$ cat config.mk
export PLATFORM = sky130hd
export DESIGN_NAME = decode_stage
export DESIGN_NICKNAME = d
export VERILOG_FILES = /design/src/rtl/decode_stage.sv
export SDC_FILE = /design/constraint.sdc
export NUM_CORES = 1
export LEC_CHECK = 0
export BUFFER_PORTS_ARGS = -buffer_cell sky130_fd_sc_hd__buf_2
export CELL_PAD_IN_SITES_DETAIL_PLACEMENT = 1
export CELL_PAD_IN_SITES_GLOBAL_PLACEMENT = 1
export CORE_UTILIZATION = 34
export CTS_BUF_LIST = sky130_fd_sc_hd__clkbuf_8 sky130_fd_sc_hd__clkbuf_16
export CTS_CLUSTER_SIZE = 12
export DETAILED_ROUTE_END_ITERATION = 10
export PLACE_DENSITY_LB_ADDON = 0.08
export SLEW_MARGIN = 20
export SYNTH_ARGS = -nofsm -noshare
export SYNTH_HDL_FRONTEND = slang
export SYNTH_SLANG_ARGS = --single-unit
$ cat constraint.sdc
create_clock -name clk -period 1.2 [get_ports clk]
set_input_delay 0.12 -clock clk [delete_from_list [all_inputs] [get_ports clk]]
set_output_delay 0.12 -clock clk [all_outputs]
set_load 0.005 [all_outputs]
$ cat src/rtl/decode_stage.sv
`default_nettype none
// ============================================================================
//  Module      : decode_stage
//  Description : Single-stage 16-bit instruction decoder with valid/ready
//                handshake, registered outputs, immediate extension and a
//                count of delivered instructions.
//                Optional macro DECODE_SKID_EN adds a one-entry skid buffer
//                so that in_ready becomes a pure register output.
//  Revision    : 1.0 - initial release
// ============================================================================
module decode_stage #(
  parameter int IMM_W      = 16,
  parameter int IMM_SIGNED = 0,
  parameter int CNT_W      = 16
) (
  input  logic             clk,
  input  logic             rst_n,
  input  logic             flush,
  input  logic             in_valid,
  output logic             in_ready,
  input  logic [15:0]      in_word,
  output logic             out_valid,
  input  logic             out_ready,
  output logic [1:0]       out_opcode,
  output logic [2:0]       out_rx,
  output logic [2:0]       out_ry,
  output logic [2:0]       out_rz,
  output logic [2:0]       out_func,
  output logic [IMM_W-1:0] out_imm,
  output logic             out_illegal,
  output logic [CNT_W-1:0] dec_count
);

  localparam bit c_sext = (IMM_SIGNED != 0);

  // Output-stage registers
  logic             r_out_valid;
  logic [1:0]       r_opcode;
  logic [2:0]       r_rx;
  logic [2:0]       r_ry;
  logic [2:0]       r_rz;
  logic [2:0]       r_func;
  logic [IMM_W-1:0] r_imm;
  logic             r_illegal;
  logic [CNT_W-1:0] r_dec_count;

  // Handshake and decode wires
  logic             w_xfer;
  logic             w_out_free;
  logic             w_accept;
  logic             w_load_out;
  logic [15:0]      w_src_word;
  logic [1:0]       w_opcode;
  logic [2:0]       w_func;
  logic [IMM_W-1:0] w_imm;
  logic             w_illegal;

  assign w_xfer     = r_out_valid && out_ready;
  assign w_out_free = !r_out_valid || out_ready;

`ifdef DECODE_SKID_EN
  // Skid buffer: holds one raw word accepted while the output was stalled.
  logic        r_skid_valid;
  logic [15:0] r_skid_word;
  logic        r_in_ready;
  logic        w_park;
  logic        w_skid_valid_nxt;

  assign in_ready   = r_in_ready;
  assign w_accept   = in_valid && r_in_ready && !flush;
  assign w_park     = w_accept && !w_out_free;
  // The parked word is older than anything on in_word, so it goes first.
  assign w_load_out = !flush && w_out_free && (r_skid_valid || w_accept);
  assign w_src_word = r_skid_valid ? r_skid_word : in_word;

  // Next skid occupancy; in_ready is registered from it to cut any
  // combinational path from out_ready.
  always_comb begin
    w_skid_valid_nxt = r_skid_valid;
    if (flush) begin
      w_skid_valid_nxt = 1'b0;
    end else if (r_skid_valid && w_out_free) begin
      w_skid_valid_nxt = 1'b0;
    end else if (w_park) begin
      w_skid_valid_nxt = 1'b1;
    end
  end

  // Skid storage and registered ready (held low throughout reset).
  always_ff @(posedge clk or negedge rst_n) begin
    if (!rst_n) begin
      r_skid_valid <= 1'b0;
      r_skid_word  <= '0;
      r_in_ready   <= 1'b0;
    end else begin
      r_skid_valid <= w_skid_valid_nxt;
      r_in_ready   <= !w_skid_valid_nxt;
      if (w_park) begin
        r_skid_word <= in_word;
      end
    end
  end
`else
  // Without a skid the stage accepts whenever the output slot frees up.
  logic r_ready_en;

  assign in_ready   = r_ready_en && w_out_free;
  assign w_accept   = in_valid && in_ready && !flush;
  assign w_load_out = w_accept;
  assign w_src_word = in_word;

  // Keeps in_ready low during reset and releases it on the first edge after.
  always_ff @(posedge clk or negedge rst_n) begin
    if (!rst_n) begin
      r_ready_en <= 1'b0;
    end else begin
      r_ready_en <= 1'b1;
    end
  end
`endif

  assign w_opcode  = w_src_word[1:0];
  assign w_func    = w_src_word[7:5];
  assign w_illegal = (w_opcode == 2'd0) && (w_func == 3'b111);

  // Immediate extraction; every raw immediate has word[15] as its MSB, so
  // the fill value is word[15] when sign-extending.
  always_comb begin
    w_imm = {IMM_W{c_sext && w_src_word[15]}};
    case (w_opcode)
      2'd1:    w_imm[4:0]  = w_src_word[15:11];
      2'd2:    w_imm[10:0] = w_src_word[15:5];
      2'd3:    w_imm[7:0]  = {w_src_word[15:14], w_src_word[7:2]};
      default: w_imm       = '0;
    endcase
  end

  // Output valid: flush wins, then a new load, then a plain drain.
  always_ff @(posedge clk or negedge rst_n) begin
    if (!rst_n) begin
      r_out_valid <= 1'b0;
    end else if (flush) begin
      r_out_valid <= 1'b0;
    end else if (w_load_out) begin
      r_out_valid <= 1'b1;
    end else if (w_xfer) begin
      r_out_valid <= 1'b0;
    end
  end

  // Decoded fields only change on a load, so they hold during a stall.
  always_ff @(posedge clk or negedge rst_n) begin
    if (!rst_n) begin
      r_opcode  <= '0;
      r_rx      <= '0;
      r_ry      <= '0;
      r_rz      <= '0;
      r_func    <= '0;
      r_imm     <= '0;
      r_illegal <= 1'b0;
    end else if (w_load_out) begin
      r_opcode  <= w_opcode;
      r_rx      <= w_src_word[10:8];
      r_ry      <= w_src_word[13:11];
      r_rz      <= w_src_word[4:2];
      r_func    <= w_func;
      r_imm     <= w_imm;
      r_illegal <= w_illegal;
    end
  end

  // Delivered-instruction counter; a transfer coincident with flush counts.
  always_ff @(posedge clk or negedge rst_n) begin
    if (!rst_n) begin
      r_dec_count <= '0;
    end else if (w_xfer) begin
      r_dec_count <= r_dec_count + 1'b1;
    end
  end

  assign out_valid   = r_out_valid;
  assign out_opcode  = r_opcode;
  assign out_rx      = r_rx;
  assign out_ry      = r_ry;
  assign out_rz      = r_rz;
  assign out_func    = r_func;
  assign out_imm     = r_imm;
  assign out_illegal = r_illegal;
  assign dec_count   = r_dec_count;

endmodule
`default_nettype wire
* After elaboration in Yosys (flattened, before gate mapping)
Cells that the tools add are included.
Storage, ports and cells: bits in read-only memories 0, bits of input ports 21, logic and storage cells 31, register bits after elaboration 44, memory bits (writable) 0, memories kept 0, latch bits 0
Operators by class: reduce and logical (&&, ||, !) cells 10, shift-type cells 0, multiplexer cells 6, multiply operators 0, eq/ne operators 4, add/subtract/negate cells 1, divide/modulo/power cells 0, magnitude comparators 0, bitwise operators 0
Operators with widths (number):
- adder 16 x 1 -> 16 bit, second input constant | 1
- case mux 5 bit (3 select lines) | 1
- case mux 3 bit (2 select lines) | 1
- logical AND 1 bit | 5
- == test 2 bit, second input constant | 2
- == test 3 bit, second input constant | 1
- two-way mux 1 bit | 3
- two-way mux 3 bit | 1
- nonzero test 3 bit | 1
- == test 2 x 1 -> 1 bit, second input constant | 1
- logical NOT 1 bit | 2
- logical NOT 2 bit | 1
- logical OR 1 bit | 1

* Longest topological paths before layout
depth after elaboration 7, mapped depth 6, depth with buffers taken out 5

* Worst setup path after synthesis
OpenSTA, ideal clock, no wires.
path type register -> register, start register r_dec_count[0] (netlist: dec_count[0]), end register r_dec_count[8] (netlist: dec_count[8]), setup time 0.079 ns, buffers on the path 0, slack -0.005 ns, stages on the path, launching flop included 6, period minus slack after synthesis 1.205 ns, arrival time 1.125 ns, cells stage by stage dfrtp_1 > ha_1 > nand3_2 > nor2_2 > and3_1 > xor2_1
Between the ends: longest elaborated chain between the ends 1
Ends and longest elaborated chain:
- from (decl) | RTL line 45 | logic [CNT_W-1:0] r_dec_count;
- from (signal assigned) | RTL line 177 | r_dec_count <= r_dec_count + 1'b1;
- adder 16 x 1 -> 16 bit | RTL line 177
Every way passes these cells. A chain may end at the register's enable or synchronous reset.

* Final worst setup path
start register r_out_valid (netlist: out_valid), end register r_dec_count[9] (netlist: dec_count[9])
Between the ends: longest elaborated chain between the ends 1
Ends and longest elaborated chain:
- from (decl) | RTL line 37 | logic r_out_valid;
- from (signal assigned) | RTL line 141 | r_out_valid <= 1'b0;
- from (signal assigned) | RTL line 143 | r_out_valid <= 1'b0;
- from (signal assigned) | RTL line 145 | r_out_valid <= 1'b1;
- logical AND 1 bit | RTL line 58 | assign w_xfer = r_out_valid && out_ready;
Every way passes these cells.

==> results.sh <==
export IMPL_fin_total_pwr_mw=3.67
export IMPL_powerDensity_nw_per_um2=1350
export IMPL_drt_first_iter_violations=40
export IMPL_multi_input_area_um2=873
export IMPL_synth_compound_area_frac=0.0649
export IMPL_ys_warnings_count=0
export IMPL_worstPathArrival_ns=1.48
export IMPL_antenna_found_initial=0
export IMPL_fmax_ghz=0.780
export IMPL_grt_ovfl_total=0
export IMPL_fin_cells=326
export IMPL_synth_ff_type="dfrtp_1"
export IMPL_drive_above_1_share=0.531
export IMPL_fin_util=0.487
export IMPL_htreeDepth=2
export IMPL_drv_slew=0
export IMPL_wl_um=4860
export IMPL_pwr_share_comb=0.241
export IMPL_netlist_area_um2=1990
export IMPL_crit_type="reg2reg"
export IMPL_crit_path_cell_trace="nand4_1 > nor2_4 > nand4_1 > xnor2_1"
export IMPL_dp_cells=313
export IMPL_dpl_instance_area_um2=2500
export IMPL_fillCellCount=641
export IMPL_post_drt_via_cell_ratio=4.67
export IMPL_path_common_cell="nand4_1"
export IMPL_rsz0062_at_grt="true"
export IMPL_clock_skew_ns=0.00605
export IMPL_critPathMaxFanout=5
export IMPL_grt_max_degree=45
export IMPL_avgSynthCellArea_um2=12.1
export IMPL_drc_errors=0
export IMPL_cp_top_family="simple AND/OR/NAND/NOR gates"
export IMPL_grt_pass1_wl_um=8270
export IMPL_synthArstFlopShare=1.00
export IMPL_yosys_cell_count_top_type="dfrtp_1"
export IMPL_synth_edff_count=0
export IMPL_clkPwrFrac=0.257
export IMPL_setup_tns_final_ns=-0.908
export IMPL_final_hold_viol_count=0
export IMPL_end_kind="register"
export IMPL_path_clk_slew_ns=0.08
export IMPL_synth_top_family_by_area="simple AND/OR/NAND/NOR gates"
export IMPL_worst_slack_ns=-0.0826
export IMPL_yosys_area_share_simple=0.135
export IMPL_synth_fa_ha_area_frac=0.00630
export IMPL_seqPwrFrac=0.502
export IMPL_dp_slack_ns=-0.166
export IMPL_ys_top_cells_by_count="dfrtp_1 (44), nand2_1 (24), mux2_2 (20)"
export IMPL_die_area_um2=6150
export IMPL_first_pass_iters=4
export IMPL_required_ns=1.40
export IMPL_regArea_um2=1100
export IMPL_synth_xor_area_frac=0.0662
export IMPL_post_dp_hpwl_um=3650
export IMPL_initial_core_util=0.356
export IMPL_dr_total_vias=1522
export IMPL_stdcell_area_um2=2720
export IMPL_diodes=0
export IMPL_rows=27
export IMPL_intPower_mw=2.64
export IMPL_synth_distinct_cells=34
export IMPL_drv_cap=0
export IMPL_synth_top_area_cell="dfrtp_1"
export IMPL_syn2layout_area_growth_pct=36.8
export IMPL_p_leak_nw=1.42
export IMPL_startpoint_type="register"
export IMPL_cts_path_max_buffers=2
export IMPL_place_congestion=0.768
export IMPL_synthMuxAreaShare=0.124
export IMPL_cts_buffers_inserted=5
export IMPL_clock_latency_ns=0.29
export IMPL_clockRootBuffer="clkbuf_8"
export IMPL_synth_area_leaders="dfrtp_1 (55%), mux2_2 (11%), nand2_1 (4.5%)"
export IMPL_ir_drop_uv=608
export IMPL_syn_inst=164
export IMPL_finalCritPeriodShare=1.07
export IMPL_swShare=0.280
export IMPL_port_buffers=64
export IMPL_outcome="finished with violations"
export IMPL_worstHoldPathType="in2reg"
export IMPL_power_switching_mw=1.03
export IMPL_pin_count=70
export IMPL_setup_viol=26
export IMPL_coreArea_um2=5570
export IMPL_post_drt_wl_per_cell_um=14.9
export IMPL_violations="setup timing"
export IMPL_slowest_delay_ns=0.42
export IMPL_cts_tree="yes"
export IMPL_post_route_min_period_ns=1.28
export IMPL_clock_sink_count=44
export IMPL_timing_critical_path_buf_inv=0
export IMPL_grt_usage=0.178
export IMPL_synth_top_area_share=0.555
export IMPL_ys_seq_elements=44
export IMPL_crit_slowest_cell="dfrtp_2"
export IMPL_antenna_left=0
export IMPL_die_h_um=78.4
export IMPL_grt_pass1_vias=1625
export IMPL_dieWidth_um=78.4
export IMPL_final_nets=275
export IMPL_ys_seq_area_frac=0.555
export IMPL_holdWs_ns=0.0273
-- worst register-to-register path, delay by kind of cell, from the launching register on --
kind,cells,cell delay (ns)
flops,1,0.42
xor+xnor,1,0.20
simple gates,3,0.58
-- per-layer routing --
metal,wire length [µm],track usage
met2,2400,0.295
met3,240,0.0430
met1,2150,0.226
met4,77,0.0667
met5,0,0
-- power groups by stage --
stage | Clock, mW | Combinational [mW] | Sequential (mW)
2_1_floorplan | 0 | 0.311 | 1.91
3_3_place_gp | 0 | 0.824 | 1.86
3_5_place_dp | 0 | 0.860 | 1.87
4_1_cts | 0.969 | 0.872 | 1.84
5_1_grt | 1.04 | 0.992 | 1.88
6_report | 0.941 | 0.883 | 1.84
-- state kept, by name, indices dropped and copies added, names as in the netlist --
name         flops
out_imm         11
out_rx           3
out_ry           3
out_illegal      1
dec_count       16
out_func         3
out_rz           3
r_ready_en       1
out_valid        1
out_opcode       2
-- what timing repair did --
item                                   in CTS  in global routing
setup endpoints to repair                  35                 39
resized for setup                          10                 18
endpoints found under the hold margin      44                  0
pin swaps                                   2                  6
buffers inserted                            1                  3
hold buffers                                1                  0
-- final timing paths --
kind	start	to	slack (ns)	cells past startpoint
setup / recovery	out_valid$_DFFE_PN0P_	dec_count[9]$_DFFE_PN0P_	-0.08	4
hold / removal	flush	out_valid$_DFFE_PN0P_	0.03	2
setup reg to reg	out_valid$_DFFE_PN0P_	dec_count[9]$_DFFE_PN0P_	-0.08	4
hold reg to reg	dec_count[15]$_DFFE_PN0P_	dec_count[15]$_DFFE_PN0P_	0.48	1
max in group asynchronous	rst_n	out_valid$_DFFE_PN0P_	0.63	3
min in group asynchronous	rst_n	out_imm[5]$_DFFE_PN0P_	0.35	3
-- cell usage in the layout, fill, tap and decap left out, types with 2 or more instances in the layout --
master,count
o21ai_0,3
a21o_1,2
dfrtp_1,43
buf_4,18
mux2_2,20
nand2_1,22
a211oi_2,2
conb_1,6
a21oi_1,2
o21ai_2,2
nand2_2,2
clkbuf_8,6
nand4_1,3
nor2_4,4
buf_6,5
xnor2_1,9
inv_1,3
mux2i_1,2
o21ai_1,5
buf_12,2
nand3_1,3
xor2_1,5
a22oi_1,3
nand3_2,2
buf_2,63
-- cell families (layout without fill, tap and decap cells) --
family,after synthesis,count (layout)
AND/OR/NAND/NOR,48,48
flip-flops,44,44
multiplexers,22,22
AO/OA/AOI/OAI,20,20
XOR/XNOR,15,15
buffers and inverters,12,98
other,2,6
adder cells (fa/ha/maj),1,1
-- layout make-up --
class,count,share of cell area
timing repair buffer,89,0.205
tap,72,0.0332
sequential,44,0.406
multi-input combinational,112,0.322
clock buffer,6,0.0304
inverter,1,0.00138
clock inverter,2,0.00276
No activity file was read; power rests on OpenSTA's default activity.
